### config.mk
export PLATFORM = sky130hd
export DESIGN_NAME = i2c_write_ctrl
export DESIGN_NICKNAME = d
export VERILOG_FILES = /design/src/rtl/i2c_write_ctrl.sv
export SDC_FILE = /design/constraint.sdc
export NUM_CORES = 1
export LEC_CHECK = 0
export BUFFER_PORTS_ARGS = -buffer_cell sky130_fd_sc_hd__clkbuf_2
export CORE_ASPECT_RATIO = 1.1
export CORE_MARGIN = 1.5
export CORE_UTILIZATION = 50
export DETAILED_ROUTE_END_ITERATION = 7
export GPL_TIMING_DRIVEN = 0
export PLACE_DENSITY = 0.72
export SLEW_MARGIN = 20
export SYNTH_ARGS = -nofsm -noshare
export SYNTH_HDL_FRONTEND = slang
export SYNTH_SLANG_ARGS = --single-unit
### constraint.sdc
create_clock -name clk -period 1.8 [get_ports clk]
set_clock_uncertainty 0.05 [all_clocks]
set_input_delay 0.09 -clock clk [delete_from_list [all_inputs] [get_ports clk]]
set_output_delay 0.09 -clock clk [all_outputs]
set_load 0.01 [all_outputs]
### src/rtl/i2c_write_ctrl.sv
// I2C write controller: sends START, address byte, two payload bytes (each ACK-checked) and STOP.
// Each step is handed to the bit-stream engine as a command with a ready handshake.
module i2c_write_ctrl #(
  parameter logic [6:0] DEV_ADDR = 7'h1A
) (
  input  logic        clk,
  input  logic        reset,
  input  logic        start,
  input  logic [15:0] wdata,
  output logic        busy,
  output logic        done,
  output logic        nack,
  output logic [2:0]  cmd,
  input  logic        ready,
  input  logic        sck_mon,
  input  logic        sda_in
);

  localparam logic [2:0] CMDIDLE  = 3'd0;
  localparam logic [2:0] CMDWAIT  = 3'd1;
  localparam logic [2:0] CMDSTART = 3'd2;
  localparam logic [2:0] CMDSTOP  = 3'd3;
  localparam logic [2:0] CMDBIT0  = 3'd4;
  localparam logic [2:0] CMDBIT1  = 3'd5;
  localparam logic [2:0] CMDRBIT  = 3'd6;

  localparam logic [7:0] ADDR_BYTE = {DEV_ADDR, 1'b0};

  typedef enum logic [2:0] {IDLE, START, BYTE, ACK, STOP, DONE} state_t;
  typedef enum logic {ISSUE, RELEASE} phase_t;

  state_t      state_reg, state_next;
  phase_t      phase_reg, phase_next;
  logic [1:0]  byte_cnt_reg, byte_cnt_next;
  logic [2:0]  bit_cnt_reg, bit_cnt_next;
  logic [15:0] shift_reg, shift_next;
  logic        nack_reg, nack_next;
  logic        ack_reg, ack_next;
  logic        cur_bit;
  logic [2:0]  issue_cmd;

  always_ff @(posedge clk or posedge reset) begin
    if (reset) begin
      state_reg    <= IDLE;
      phase_reg    <= ISSUE;
      byte_cnt_reg <= 2'd0;
      bit_cnt_reg  <= 3'd0;
      shift_reg    <= 16'd0;
      nack_reg     <= 1'b0;
      ack_reg      <= 1'b0;
    end else begin
      state_reg    <= state_next;
      phase_reg    <= phase_next;
      byte_cnt_reg <= byte_cnt_next;
      bit_cnt_reg  <= bit_cnt_next;
      shift_reg    <= shift_next;
      nack_reg     <= nack_next;
      ack_reg      <= ack_next;
    end
  end

  // Address byte is a constant; payload bytes stream out of the top of the shift register.
  assign cur_bit = (byte_cnt_reg == 2'd0) ? ADDR_BYTE[bit_cnt_reg] : shift_reg[15];

  always_comb begin
    issue_cmd = CMDWAIT;
    case (state_reg)
      START:   issue_cmd = CMDSTART;
      BYTE:    issue_cmd = cur_bit ? CMDBIT1 : CMDBIT0;
      ACK:     issue_cmd = CMDRBIT;
      STOP:    issue_cmd = CMDSTOP;
      default: issue_cmd = CMDWAIT;
    endcase
  end

  always_comb begin
    state_next    = state_reg;
    phase_next    = phase_reg;
    byte_cnt_next = byte_cnt_reg;
    bit_cnt_next  = bit_cnt_reg;
    shift_next    = shift_reg;
    nack_next     = nack_reg;
    ack_next      = ack_reg;
    cmd           = CMDWAIT;
    busy          = 1'b0;
    done          = 1'b0;
    case (state_reg)
      IDLE: begin
        if (start) begin
          shift_next    = wdata;
          nack_next     = 1'b0;
          byte_cnt_next = 2'd0;
          bit_cnt_next  = 3'd7;
          phase_next    = ISSUE;
          state_next    = START;
        end
      end
      DONE: begin
        done       = 1'b1;
        state_next = IDLE;
      end
      default: begin
        busy = 1'b1;
        if (phase_reg == ISSUE) begin
          cmd = issue_cmd;
          if (state_reg == ACK && sck_mon)
            ack_next = sda_in;
          if (ready)
            phase_next = RELEASE;
        end else if (!ready) begin
          phase_next = ISSUE;
          case (state_reg)
            START: state_next = BYTE;
            BYTE: begin
              if (byte_cnt_reg != 2'd0)
                shift_next = {shift_reg[14:0], 1'b0};
              if (bit_cnt_reg == 3'd0) begin
                // Assume NACK until sda is actually sampled with sck high.
                ack_next   = 1'b1;
                state_next = ACK;
              end else begin
                bit_cnt_next = bit_cnt_reg - 3'd1;
              end
            end
            ACK: begin
              bit_cnt_next = 3'd7;
              if (ack_reg) begin
                nack_next  = 1'b1;
                state_next = STOP;
              end else if (byte_cnt_reg == 2'd2) begin
                state_next = STOP;
              end else begin
                byte_cnt_next = byte_cnt_reg + 2'd1;
                state_next    = BYTE;
              end
            end
            STOP:    state_next = DONE;
            default: state_next = IDLE;
          endcase
        end
      end
    endcase
  end

  assign nack = nack_reg;

endmodule
==> results.py, run 1 <==
metrics = {
    "synth": {
        "synth_top_cells_by_count": "dfrtp_1 (27), nand2b_1 (19), o221a_2 (14), nor2_1 (10)",
        "avgSynthCellArea_um2": 10.9,
        "ys_seq_elements": 27,
        "ys.flop_type": "dfrtp_1",
        "synth_cell_types": 46,
        "synth_area_leaders": "dfrtp_1 (43%), o221a_2 (10%), nand2b_1 (7.5%)",
        "syn_inst": 145,
        "synthesis.nets": 172,
        "seq_area_frac_synth_pct": 42.7,
        "synth_top_area_share_pct": 42.7,
        "async_flop_share_pct": 100,
        "synth_largest_area_cell": "dfrtp_1",
        "ys_warn_count": 0,
        "synth-edff-count": 0,
        "syn_area_um2": 1580,
        "yosysMostFrequentCell": "dfrtp_1",
    },
    "finish": {
        "num_antenna_cells": 0,
        "seq_area_um2": 678,
        "layout.cells.non_filler": 225,
        "largest_reg_flops": 16,
        "fin_util_pct": 66.0,
        "multi_input_area_um2": 867,
        "area_growth_pct": 26.2,
        "final.fill_count": 244,
        "nets": 219,
        "final_cell_area_um2": 2000,
        "drive_above_1_share_pct": 44.0,
    },
    "detailed_routing": {
        "first_pass_iters": 4,
        "drtIter0Drc": 52,
        "wl_mm": 3.44,
        "antenna_left": 0,
        "wl_per_cell_um": 15.3,
        "via_per_inst": 5.70,
        "drc_errors": 0,
        "vias": 1282,
    },
    "floorplanning": {
        "dieArea_um2": 3510,
        "rows": 21,
        "ios": 28,
        "die_y_um": 62.0,
        "start_util_pct": 52.3,
        "die_x_um": 56.6,
        "core_area_um2": 3020,
    },
    "power_and_ir_drop": {
        "ir_drop_mv": 0.855,
        "p_leak_nw": 0.890,
        "powerDensity_nw_per_um2": 1400,
    },
    "sta": {
        "setup_viol_count_final": 6,
        "slew_violations": 0,
        "post-route-period-util_pct": 101,
        "rsz0062_at_grt": "true",
        "slew_headroom_pct": 56.9,
        "hold_viol": 0,
        "worstMarginPinSlew_ns": 0.637,
        "finalSetupTns_ns": -0.0387,
        "period_needed_ns": 1.81,
        "setup_slack_ns": -0.00917,
        "timing.fmax_mhz": 553,
    },
    "clock_tree": {
        "cts_buffer_depth": 2,
        "htree_levels": 1,
        "clk_latency_ns": 0.33,
        "cts_tree": "done",
        "cts-buffers-inserted": 3,
        "clkSinkCount": 27,
        "clk_pin_slew_worst_paths_ns": 0.15,
        "clockRootBuffer": "clkbuf_4",
    },
    "critical_path": {
        "crit_arrival_ns": 2.04,
        "cp_data_required_time_ns": 2.03,
        "crit_path_max_fanout": 5,
        "r2r_slack_ns": -0.009,
        "critPathCaptureType": "flop",
        "crit_type": "flop to flop",
        "start_kind": "flop",
    },
    "status": {
        "violations": "negative setup slack",
        "status": "finished, violations left",
    },
    "place": {
        "portBuffers": 27,
        "post_dp_cell_area_um2": 1760,
        "dpl.cell_count": 206,
        "hpwlAfterDp_mm": 2.47,
        "gp_congestion": 0.859,
    },
    "job": {
        "max_cap_violations": 0,
    },
    "grt": {
        "track_usage_pct": 20.7,
        "antenna_found_initial": 0,
        "grt_max_degree": 28,
        "grt_pass1_wl_mm": 5.55,
        "grt_overflow": 0,
        "grt_pass1_vias": 1213,
    },
    "worst_hold_path": {
        "min_path_type": "primary input to flop",
    },
}
per-stage QoR:
| stage | hold slack (ns) | worst slack (ns) | total power [mW] |
|---|---|---|---|
| after floorplan | 0.0927 | 0.201 | 1.95 |
| after global placement | 0.298 | 0.00493 | 2.22 |
| after detailed placement | 0.311 | -0.000153 | 2.27 |
| after CTS | 0.0264 | -0.0201 | 2.60 |
| after global routing | 0.0223 | -0.0624 | 2.99 |
| final | 0.0285 | -0.00917 | 2.79 |
cell type report:
cell class | instances | share of cell area [%]
Sequential cell | 27 | 34.0
Clock buffer | 3 | 1.13
Buffer | 9 | 3.45
Clock inverter | 1 | 0.251
Tap cell | 34 | 2.13
Multi-Input combinational cell | 103 | 43.4
Timing Repair Buffer | 42 | 14.5
Inverter | 6 | 1.13
repair_timing:
action                                  CTS  global route
endpoints found under the hold margin    29             0
hold buffers                              4             0
pin swaps                                 1             5
gates resized for setup                   8            17
endpoints found under the setup margin   14            16
buffers inserted                          1             8
gates cloned                              0             2
path summary, 6_finish.rpt:
kind / start / end / cells after the start
worst min register to register: byte_cnt_reg[0] / byte_cnt_reg[0] / 1
worst min-delay path: wdata[12] / shift_reg[12] / 3
worst max-delay path: state_reg[0] / shift_reg[15] / 6
worst max register to register: state_reg[0] / shift_reg[15] / 6
min in group asynchronous: reset / shift_reg[8] / 3
max in group asynchronous: reset / state_reg[1] / 3
cells in the final DEF (no fill, tap or decap), types with 4 or more instances in the layout:
cell | synthesis | final
dlygate4sd3_1 | 0 | 4
nor2_1 | 10 | 9
a21oi_1 | 5 | 5
nand2b_1 | 19 | 19
buf_4 | 2 | 10
inv_1 | 6 | 4
buf_2 | 3 | 5
dfrtp_1 | 27 | 25
nand2_1 | 6 | 6
clkbuf_2 | 0 | 27
o221a_2 | 14 | 12
critical path: stages (launching register included):
cell and delay [ns]:
dfrtp_1 0.42, buf_6 0.14, or4b_4 0.57, o41ai_4 0.08, buf_6 0.18, buf_8 0.11
o221a_1 0.19
logic make-up (layout without fill, tap and decap cells):
family                   after synthesis  after routing  share of synthesized area, %
adder cells (fa/ha/maj)                5              5                          3.96
AO/OA/AOI/OAI                         37             37                          21.9
AND/OR/NAND/NOR                       55             55                          22.5
XOR/XNOR                               1              1                         0.554
flip-flops                            27             27                          42.7
buffers and inverters                 15             61                          4.98
multiplexers                           5              5                          3.40
power by group:
group | leakage [nW] | internal, mW | switching (mW) | total [mW]
sequential | 0.297 | 0.874 | 0.225 | 1.10
clock | 0.0177 | 0.0836 | 0.188 | 0.272
combinational | 0.575 | 0.774 | 0.647 | 1.42
layer usage:
layer	up-vias	wire length [um]	GRT usage, %
met4	0	62	7.14
met2	26	1890	39.0
li1	628	-	-
met3	6	106	3.11
met5	-	0	0
met1	622	1380	24.4
Note: power is estimated with default switching activity, not from simulation.
==> run 2, diff against run 1 <==
Settings changed: SKIP_LAST_GASP from default to 1.
==> run 2 against run 1 <==
  * Largest power group unchanged
  * Highest routed layer unchanged
  * Register-to-register slack improved by 0.02 ns
  * Worst setup slack better by 0.016 ns
  * Combinational power is essentially flat
  * Largest cell class unchanged
  * The flow now finishes without violations
  * Total power is 0.23% lower
  * Die area is the same
  * Routed wire length increased by 2.1%
  * Final area rose by 0.13%
  * Clock power decreased by 2%
  * Flip-flop and latch count did not move
  * Critical path depth is the same
  * Worst hold slack improved by 0.0068 ns
==> results.py, run 2 (same netlist as run 1, synthesis figures left out) <==
metrics = {
    "grt": {
        "grt_pass1_wl_mm": 5.55,
        "grt_overflow": 0,
        "grt_max_degree": 28,
        "antenna_found_initial": 0,
        "track_usage_pct": 20.7,
        "grt_pass1_vias": 1213,
    },
    "clock_tree": {
        "cts_buffer_depth": 2,
        "cts-buffers-inserted": 3,
        "clkSinkCount": 27,
        "clockRootBuffer": "clkbuf_4",
        "clk_latency_ns": 0.32,
        "cts_tree": "done",
        "htree_levels": 1,
        "clk_pin_slew_worst_paths_ns": 0.15,
    },
    "finish": {
        "layout_common_cells": "clkbuf_2 (27), dfrtp_1 (25), nand2b_1 (19), o221a_2 (14), buf_4 (11)",
        "num_antenna_cells": 0,
        "multi_input_area_um2": 860,
        "layout.cells.non_filler": 226,
        "final_common_cell": "clkbuf_2",
        "final.fill_count": 240,
        "seq_area_um2": 678,
        "drive_above_1_share_pct": 44.3,
        "largest_reg_flops": 16,
        "nets": 220,
        "area_growth_pct": 26.3,
    },
    "power_and_ir_drop": {
        "p_leak_nw": 0.889,
        "total_power_mw": 2.78,
        "powerDensity_nw_per_um2": 1390,
        "ir_drop_mv": 0.783,
    },
    "detailed_routing": {
        "vias": 1317,
        "drtIter0Drc": 56,
        "wl_mm": 3.51,
        "drc_errors": 0,
        "first_pass_iters": 4,
        "via_per_inst": 5.83,
        "antenna_left": 0,
        "wl_per_cell_um": 15.5,
    },
    "floorplanning": {
        "dieArea_um2": 3510,
        "start_util_pct": 52.3,
        "rows": 21,
        "die_y_um": 62.0,
        "core_area_um2": 3020,
        "die_x_um": 56.6,
        "ios": 28,
    },
    "place": {
        "portBuffers": 27,
        "gp_congestion": 0.859,
        "place_ws_ns": -0.000153,
        "dpl.cell_count": 206,
        "hpwlAfterDp_mm": 2.47,
    },
    "sta": {
        "setup_viol_count_final": 0,
        "hold_viol": 0,
        "setup_slack_ns": 0.00659,
        "period_needed_ns": 1.79,
        "rsz0062_at_grt": "true",
        "slew_violations": 0,
        "post-route-period-util_pct": 99.6,
        "slew_headroom_pct": 57.3,
        "worstMarginPinSlew_ns": 0.632,
        "timing.fmax_mhz": 558,
    },
    "critical_path": {
        "start_kind": "flop",
        "max_stage_delay_ns": 0.55,
        "cpMaxStageDelayCell": "or4b_4",
        "crit_arrival_ns": 2.02,
        "r2r_slack_ns": 0.007,
        "cpMostUsedCell": "buf_6",
        "cp_data_required_time_ns": 2.03,
        "critPathCaptureType": "flop",
        "crit_type": "flop to flop",
        "crit_chain": "buf_6 -> or4b_4 -> o41ai_4 -> buf_6 -> clkbuf_16 -> o221a_2",
        "crit_path_max_fanout": 9,
    },
    "worst_hold_path": {
        "min_path_type": "primary input to flop",
    },
    "status": {
        "status": "finished, final reports clean",
    },
    "job": {
        "max_cap_violations": 0,
    },
}
==> run 2: report_power, final <==
group | switching [mW] | total (mW) | leakage [nW] | internal (mW)
combinational | 0.663 | 1.43 | 0.574 | 0.769
clock | 0.184 | 0.267 | 0.0177 | 0.0833
sequential | 0.211 | 1.09 | 0.297 | 0.874
total | 1.06 | 2.78 | 0.889 | 1.73
==> run 2: final timing paths <==
kind                            startpoint         endpoint  cells after the start
hold reg to reg            byte_cnt_reg[0]  byte_cnt_reg[0]                      1
max in group asynchronous            reset     state_reg[1]                      3
hold / removal                   wdata[12]    shift_reg[12]                      3
setup reg to reg              state_reg[0]     shift_reg[9]                      6
setup / recovery              state_reg[0]     shift_reg[9]                      6
min in group asynchronous            reset     shift_reg[6]                      3
==> run 2: final cells by class <==
class / instances / area share, %
multi-input combinational: 103 / 43.0
sequential: 27 / 33.9
timing repair buffer: 43 / 15.0
buffer: 9 / 3.44
tap: 34 / 2.13
clock buffer: 3 / 1.13
inverter: 6 / 1.13
clock inverter: 1 / 0.250
==> run 2: worst max-delay path, delay by kind of cell (launching register included) <==
family                 cells  cell delay (ns)
AND/OR/NAND/NOR            1             0.55
buffers and inverters      3             0.47
flip-flops                 1             0.42
AO/OA/AOI/OAI              2             0.25
==> run 2: through the flow <==
step / utilization [%] / TNS (ns) / hold WS (ns) / area, um2
2_1_floorplan: - / 0 / 0.0927 / 1580
3_3_place_gp: 58.2 / 0 / 0.298 / 1760
3_5_place_dp: 58.2 / -0.000153 / 0.311 / 1760
4_1_cts: 61.2 / -0.107 / 0.0264 / 1850
5_1_grt: 66.1 / -0.296 / 0.0223 / 2000
6_report: 66.1 / 0 / 0.0352 / 2000
==> run 2: what timing repair did <==
item	4_1_cts	5_1_grt
resized for setup	5	18
buffers inserted	1	10
gates cloned	0	1
pin swaps	0	3
endpoints found under the hold margin	29	0
hold buffers	4	0
setup endpoints to repair	14	21
==> run 2: metal layers <==
metal,track usage [%],wire [um],vias up
li1,-,-,631
met1,24.4,1480,656
met2,39.0,1910,28
met3,3.11,96,2
met4,7.14,25,0
met5,0,0,-
==> run 3, diff against run 2 <==
Settings changed: CORE_UTILIZATION 50 to 55, PLACE_DENSITY 0.72 to 0.78.
==> run 3 against run 2 <==
  * Worst setup slack gained 0.069 ns
  * First-iteration DRC count shrank 1.8%
  * Total power decreased by 2.6%
==> results.py, run 3 (same netlist as run 1, synthesis figures left out) <==
metrics = {
    "status": {
        "status": "finished, final reports clean",
    },
    "place": {
        "post_dp_cell_area_um2": 1760,
        "portBuffers": 27,
        "place_ws_ns": 0.00329,
        "gp_congestion": 0.851,
        "hpwlAfterDp_mm": 2.39,
    },
    "sta": {
        "setup_slack_ns": 0.0751,
        "hold_viol": 0,
        "worstMarginPinSlew_ns": 0.585,
        "setup_viol_count_final": 0,
        "period_needed_ns": 1.72,
        "post-route-period-util_pct": 95.8,
        "timing.fmax_mhz": 580,
        "rsz0062_at_grt": "true",
        "slew_violations": 0,
        "slew_headroom_pct": 60.9,
        "finalSetupTns_ns": 0,
    },
    "finish": {
        "final_cell_area_um2": 1930,
        "fin_util_pct": 70.1,
        "largest_reg_flops": 16,
        "num_antenna_cells": 0,
        "nets": 215,
        "layout_common_cells": "clkbuf_2 (27), dfrtp_1 (25), nand2b_1 (19), o221a_2 (14), buf_4 (11)",
        "drive_above_1_share_pct": 43.3,
        "final_common_cell": "clkbuf_2",
        "area_growth_pct": 22.1,
    },
    "grt": {
        "grt_max_degree": 28,
        "antenna_found_initial": 0,
        "grt_pass1_wl_mm": 5.50,
        "track_usage_pct": 23.2,
        "grt_pass1_vias": 1280,
        "grt_overflow": 0,
    },
    "critical_path": {
        "max_stage_delay_ns": 0.44,
        "crit_buf_inv": 1,
        "cp_data_required_time_ns": 1.66,
        "critPathTopFamily": "flip-flops",
        "critPathCaptureType": "primary output",
        "crit_path_max_fanout": 2,
        "start_kind": "flop",
        "crit_type": "flop to primary output",
        "r2r_slack_ns": 0.08,
        "crit_arrival_ns": 1.58,
        "crit_chain": "ha_4 -> or2_4 -> a311oi_2 -> o21ai_1 -> buf_2",
        "cpMaxStageDelayCell": "dfrtp_1",
    },
    "worst_hold_path": {
        "min_path_type": "primary input to flop",
    },
    "detailed_routing": {
        "wl_per_cell_um": 15.1,
        "via_per_inst": 5.83,
        "vias": 1283,
        "drtIter0Drc": 55,
        "drc_errors": 0,
        "antenna_left": 0,
        "wl_mm": 3.32,
        "first_pass_iters": 5,
    },
    "power_and_ir_drop": {
        "powerDensity_nw_per_um2": 1410,
        "ir_drop_mv": 0.820,
        "p_leak_nw": 0.856,
    },
    "clock_tree": {
        "clk_latency_ns": 0.33,
        "htree_levels": 1,
        "clkSinkCount": 27,
        "cts_tree": "done",
        "clockRootBuffer": "clkbuf_4",
        "cts_buffer_depth": 2,
        "clk_pin_slew_worst_paths_ns": 0.16,
        "cts-buffers-inserted": 3,
    },
    "floorplanning": {
        "die_y_um": 59.2,
        "core_area_um2": 2750,
        "start_util_pct": 57.5,
        "rows": 20,
        "ios": 28,
        "dieArea_um2": 3210,
        "die_x_um": 54.1,
    },
    "job": {
        "max_cap_violations": 0,
    },
}
[run 3: routing by layer]
metal / GRT usage (%) / part of all wire (%)
met2: 39.1 / 50
met1: 30.8 / 45
met3: 3.28 / 3.8
met4: 6.43 / 1.3
met5: 0 / 0
[run 3: worst paths after layout]
path                            startpoint               to  depth (start not counted)
min reg2reg                byte_cnt_reg[0]  byte_cnt_reg[0]                          1
min                               wdata[0]     shift_reg[0]                          3
max                         bit_cnt_reg[1]           cmd[0]                          5
max in group asynchronous            reset     state_reg[2]                          3
max reg2reg                 bit_cnt_reg[1]          ack_reg                          6
min in group asynchronous            reset             nack                          3
[run 3: power by group]
| part | switching (mW) | total, mW | internal (mW) |
|---|---|---|---|
| combinational | 0.643 | 1.36 | 0.721 |
| sequential | 0.197 | 1.07 | 0.874 |
| clock | 0.193 | 0.278 | 0.0850 |
| total | 1.03 | 2.71 | 1.68 |
[run 3: cell type report]
type                       instances  area (um2)
multi-input combinational        103         870
inverter                           6        22.5
buffer                             9        63.8
fill                             221         822
timing repair buffer              38         225
tap                               33        41.3
clock inverter                     1        7.51
clock buffer                       3        22.5
sequential                        27         678
[run 3: repair_timing]
action	4_1_cts	5_1_grt
gates resized for setup	8	12
pin swaps	2	4
hold buffers	3	0
endpoints found under the hold margin	28	0
setup endpoints to repair	8	14
buffers inserted	2	6
[run 3: through the flow]
stage	power, mW	instances	hold slack (ns)
after floorplan	1.95	145	0.0927
after global placement	2.21	205	0.303
after detailed placement	2.26	205	0.327
after CTS	2.60	214	0.0113
after global routing	2.95	220	0.0135
final	2.71	220	0.00217
[run 3: tightest hold or removal path: cells and delay by family]
| kind | cells | cell delay (ns) |
|---|---|---|
| buffers and inverters | 1 | 0.07 |
| AND/OR/NAND/NOR | 1 | 0.11 |
| AO/OA/AOI/OAI | 1 | 0.09 |
